[config.mk]
export PLATFORM = sky130hd
export DESIGN_NAME = pipe_skid_reg
export DESIGN_NICKNAME = d
export VERILOG_FILES = /design/src/rtl/pipe_skid_reg.sv
export SDC_FILE = /design/constraint.sdc
export NUM_CORES = 1
export LEC_CHECK = 0
export CAP_MARGIN = 20
export CELL_PAD_IN_SITES_DETAIL_PLACEMENT = 1
export CELL_PAD_IN_SITES_GLOBAL_PLACEMENT = 2
export CORE_UTILIZATION = 24
export DETAILED_ROUTE_END_ITERATION = 10
export PLACE_DENSITY = 0.82
export SLEW_MARGIN = 20
export SYNTH_ARGS = -nofsm -noshare
export SYNTH_HDL_FRONTEND = slang
export SYNTH_SLANG_ARGS = --single-unit
[constraint.sdc]
create_clock -name clk -period 1.6 [get_ports clk]
set_input_delay 0.32 -clock clk [delete_from_list [all_inputs] [get_ports clk]]
set_output_delay 0.32 -clock clk [all_outputs]
set_load 0.05 [all_outputs]
[src/rtl/pipe_skid_reg.sv]
// pipe_skid_reg: two-entry (main + skid) pipeline register with a registered
// ready path, stage control (advance / hold / flush) and optional statistics.
// Optional feature macro: PIPE_SKID_STAT_EN enables the saturating
// stat_backpressure and stat_flush_drop counters. Without it the stat ports
// are tied to zero and no counter flops exist.
//
// Stall encodings:
//   STALL_NEXT = 2'b00  normal operation
//   STALL_KEEP = 2'b01  freeze, handshakes masked
//   STALL_ZERO = 2'b10  flush (2'b11 is undefined and also flushes)
module pipe_skid_reg #(
  parameter int DATA_W = 64,
  parameter int CNT_W  = 32
) (
  input  logic              clk,
  input  logic              rst,
  input  logic [1:0]        stall,
  input  logic              in_valid,
  output logic              in_ready,
  input  logic [DATA_W-1:0] in_data,
  output logic              out_valid,
  input  logic              out_ready,
  output logic [DATA_W-1:0] out_data,
  output logic [1:0]        occupancy,
  output logic [CNT_W-1:0]  stat_backpressure,
  output logic [CNT_W-1:0]  stat_flush_drop
);

  localparam logic [1:0] STALL_NEXT = 2'b00;
  localparam logic [1:0] STALL_KEEP = 2'b01;
  localparam logic [1:0] STALL_ZERO = 2'b10;

  logic              r_main_vld;
  logic [DATA_W-1:0] r_main_data;
  logic              r_skid_vld;
  logic [DATA_W-1:0] r_skid_data;

  logic w_next;
  logic w_keep;
  logic w_flush;
  logic w_accept;
  logic w_send;

  assign w_next  = (stall == STALL_NEXT);
  assign w_keep  = (stall == STALL_KEEP);
  // Any encoding other than NEXT/KEEP is treated as a flush.
  assign w_flush = (stall == STALL_ZERO) || (!w_next && !w_keep);

  // Ready depends only on registered skid state and stall, never on out_ready.
  assign in_ready  = !r_skid_vld && !w_keep;
  assign out_valid = r_main_vld && !w_keep;
  assign out_data  = r_main_data;
  assign occupancy = {1'b0, r_main_vld} + {1'b0, r_skid_vld};

  assign w_accept = in_valid && in_ready;
  assign w_send   = out_valid && out_ready;

  // Main/skid entry update: reset and flush clear, NEXT advances, KEEP holds.
  always_ff @(posedge clk) begin
    if (rst || w_flush) begin
      r_main_vld  <= 1'b0;
      r_main_data <= '0;
      r_skid_vld  <= 1'b0;
      r_skid_data <= '0;
    end else if (w_next) begin
      if (!r_main_vld) begin
        // Empty: the accepted word lands in main and shows next cycle.
        if (w_accept) begin
          r_main_vld  <= 1'b1;
          r_main_data <= in_data;
        end
      end else begin
        case ({w_accept, w_send})
          2'b11: begin
            // Skid is empty whenever accept is possible, so main just refills.
            r_main_data <= in_data;
          end
          2'b10: begin
            r_skid_vld  <= 1'b1;
            r_skid_data <= in_data;
          end
          2'b01: begin
            if (r_skid_vld) begin
              r_main_data <= r_skid_data;
              r_skid_vld  <= 1'b0;
            end else begin
              r_main_vld <= 1'b0;
            end
          end
          default: begin
          end
        endcase
      end
    end
  end

`ifdef PIPE_SKID_STAT_EN
  logic [CNT_W-1:0] r_stat_bp;
  logic [CNT_W-1:0] r_stat_fd;

  function automatic logic [CNT_W-1:0] sat_inc(input logic [CNT_W-1:0] v);
    return (&v) ? v : v + 1'b1;
  endfunction

  // Saturating statistics: downstream backpressure and payloads lost to flush.
  always_ff @(posedge clk) begin
    if (rst) begin
      r_stat_bp <= '0;
      r_stat_fd <= '0;
    end else begin
      if (out_valid && !out_ready) begin
        r_stat_bp <= sat_inc(r_stat_bp);
      end
      if (w_flush && ((occupancy != 2'd0) || w_accept)) begin
        r_stat_fd <= sat_inc(r_stat_fd);
      end
    end
  end

  assign stat_backpressure = r_stat_bp;
  assign stat_flush_drop   = r_stat_fd;
`else
  assign stat_backpressure = '0;
  assign stat_flush_drop   = '0;
`endif

endmodule

==> flow_summary.yaml, run 1 <==
layout:
  final_area_um2: 10670
  antenna_cells: 0
  fin_nets: 934
  final_common_cell: "dfxtp_1"
  fill_cells: 2735
  multi_input_area_um2: 4204
  layout-drive-gt1-share_pct: 48.85
  final_cell_mix: "128 x dfxtp_1, 95 x nand2_1, 87 x buf_4, 65 x clkdlybuf4s50_1"
  seq_area_um2: 2608
  post-route-util_pct: 42.24
  syn2layout_area_growth_pct: 71.72
  stdcell_count: 1200
power_and_ir_drop:
  vdd_drop_max_mv: 0.4514
  powerDensity_nw_per_um2: 795.0
  power_leakage_uw: 0.004194
  p_total_uw: 8481
critical_path:
  critPathLaunchType: "flip-flop"
  worstPathArrival_ns: 2.12
  reg2reg_depth: 11
  timing.rr.start: "r_skid_vld"
  path_class: "reg -> reg"
  cp_max_fo: 7
  cp-end-kind: "flip-flop"
  worstSetupStartpoint: "r_skid_vld"
  critPathRequiredTime_ns: 1.95
routing:
  vias: 5570
  dr.pass1.iters: 6
  viasPerCell: 4.642
  drc: 0
  first_iter_violations: 206
  totalWireLength_um: 25410
  post_drt_wl_per_cell_um: 21.17
  ant_nets: 0
yosys:
  ys_warn_count: 0
  synth_cell_types: 29
  synth.avg_cell_area_um2: 9.286
  syn-cell-area_um2: 6212
  synth_top_area_share_pct: 41.89
  ys_ff_latch: 130
  syn_inst: 669
  ys_seq_area_share_pct: 41.89
  synth.area.top_cells: "dfxtp_1 42%, a211oi_2 12%, a21oi_1 10%"
  yosysTopAreaCell: "dfxtp_1"
cts:
  clk_pin_slew_ns: 0.06
  holdBufCountCts: 0
  clk_latency_ns: 0.42
  cts_root_buf: "clkbuf_16"
  cts_buffers: 17
  clock_tree.buffer_depth: 2
  cts_tree: "done"
  htreeDepth: 4
  cts.sinks: 130
run:
  maxCapViolations: 0
outcome:
  violations: "setup timing"
  status: "complete, but fails checks"
sta:
  finalHoldViolCount: 0
  fin_setup_tns_ns: -10.73
  fin_crit_sh_pct: 110.6
  grt_setup_unrepaired: "yes"
  maxSlewViolCount: 0
  fin_skew_ns: 0.006385
  setup_slack_ns: -0.1696
  setup_viol: 130
  period_needed_ns: 1.770
  fmax_mhz: 565.1
floorplanning:
  ioPinCount: 202
  start_util_pct: 24.60
  die_y_um: 162.9
  die_w_um: 162.9
  core_um2: 25250
  die_area_um2: 26530
  rows: 58
grt:
  grt_usage_pct: 18.05
  grt_overflow: 0
  grt_max_degree: 41
  grt_pass1_vias: 5699
  antenna_found_initial: 0
  grt_pass1_wl_um: 35320
hold_path:
  hold_path.startpoint: "r_skid_data[17]"
  whs_path_depth: 2
  hp-class: "reg -> reg"
placement:
  place_inst: 1112
  hpwlAfterDp_um: 11920
  port_buffers: 137
  gp_routability_congestion: 0.7430
  placed_area_um2: 7791
[Yosys cell counts (all sizes together)]
library cell,n
nand2,132
dfxtp,130
a21oi,129
buf,112
a211oi,65
mux2i,64
clkbuf,7
ha,5
inv,5
nor2,4
and2,2
and3,2
nand2b,2
nand3,2
nor2b,2
conb,1
nor4,1
nor4b,1
o211a,1
o21ai,1
or2,1
[power breakdown]
| group | switching, µW | total [µW] | internal (µW) |
|---|---|---|---|
| combinational | 965 | 1500 | 539 |
| sequential | 41.3 | 3320 | 3280 |
| clock | 1520 | 3660 | 2140 |
| total | 2520 | 8480 | 5960 |
[sequential cells by signal, indices dropped and copies added, names as in the netlist]
signal and flops:
out_data 64, r_main_vld 1, r_skid_data 64, r_skid_vld 1
[cell type report]
| type | instances | share of cell area (%) |
|---|---|---|
| timing repair buffer | 227 | 27.05 |
| clock buffer | 19 | 4.152 |
| clock inverter | 11 | 0.8562 |
| sequential | 130 | 24.44 |
| inverter | 5 | 0.2228 |
| tap | 330 | 3.871 |
| multi-input combinational | 478 | 39.41 |
[path summary, 6_finish.rpt]
check,to,slack (ns)
hold reg to reg,r_skid_data[17],0.46
setup reg to reg,r_skid_data[42],-0.17
setup / recovery,r_skid_data[42],-0.17
hold / removal,r_skid_data[17],0.46
[stage by stage]
| step | hold WS (ns) | setup slack [ns] |
|---|---|---|
| global placement | 0.4402 | -0.7308 |
| finish | 0.4554 | -0.1696 |
| floorplan | 0.4357 | -0.03362 |
| global route | 0.4737 | -0.2131 |
| CTS | 0.4548 | -0.09427 |
| detailed placement | 0.4470 | -0.7408 |
[metal layers]
| metal | track usage (%) | wire length (µm) | vias up | share of wire (%) |
|---|---|---|---|---|
| met1 | 24.41 | 12130 | 2820 | 48 |
| met3 | 3.794 | 898 | 17 | 3.5 |
| met2 | 28.97 | 12140 | 154 | 48 |
| met5 | 0 | 0 | - | 0 |
| met4 | 4.630 | 234 | 0 | 0.92 |
| li1 | - | - | 2579 | - |
[worst max-delay path, stage by stage, from the launching register on]
cell	delay, ns
dfxtp_2	0.34
nor2b_4	0.15
nand2_4	0.09
buf_6	0.13
inv_4	0.04
ha_4	0.13
and3_4	0.22
buf_12	0.13
buf_12	0.12
buf_16	0.13
nand2_2	0.07
a21oi_2	0.15
[repair_timing]
item / in CTS / in global routing
cloned: 20 / 11
buffers inserted: 23 / 8
resized for setup: 168 / 125
pin swaps: 54 / 70
endpoints found under the setup margin: 133 / 133
[kinds of logic (layout without fill, tap and decap cells)]
| logic type | after synthesis | in the layout | synth area share, % |
|---|---|---|---|
| compound gates | 196 | 196 | 23.38 |
| simple gates | 149 | 149 | 9.849 |
| other cells | 1 | 64 | 0.06037 |
| flops | 130 | 130 | 41.89 |
| buf+inv | 124 | 262 | 13.49 |
| fa+ha+maj | 5 | 5 | 1.007 |
| mux | 64 | 64 | 10.31 |
No activity file was read; power rests on OpenSTA's default activity.
==> inputs of run 2 (changes only) <==
Settings changed: SLEW_MARGIN 20 to not set.
==> results of run 2 <==
Same layout as run 1: the final DEF is identical, and so are final timing and power.
==> inputs of run 3 (changes only) <==
Settings changed: ABC_CLOCK_PERIOD_IN_PS set to 1600.
==> results of run 3 <==
Same layout as run 1: the final DEF is identical, and so are final timing and power.
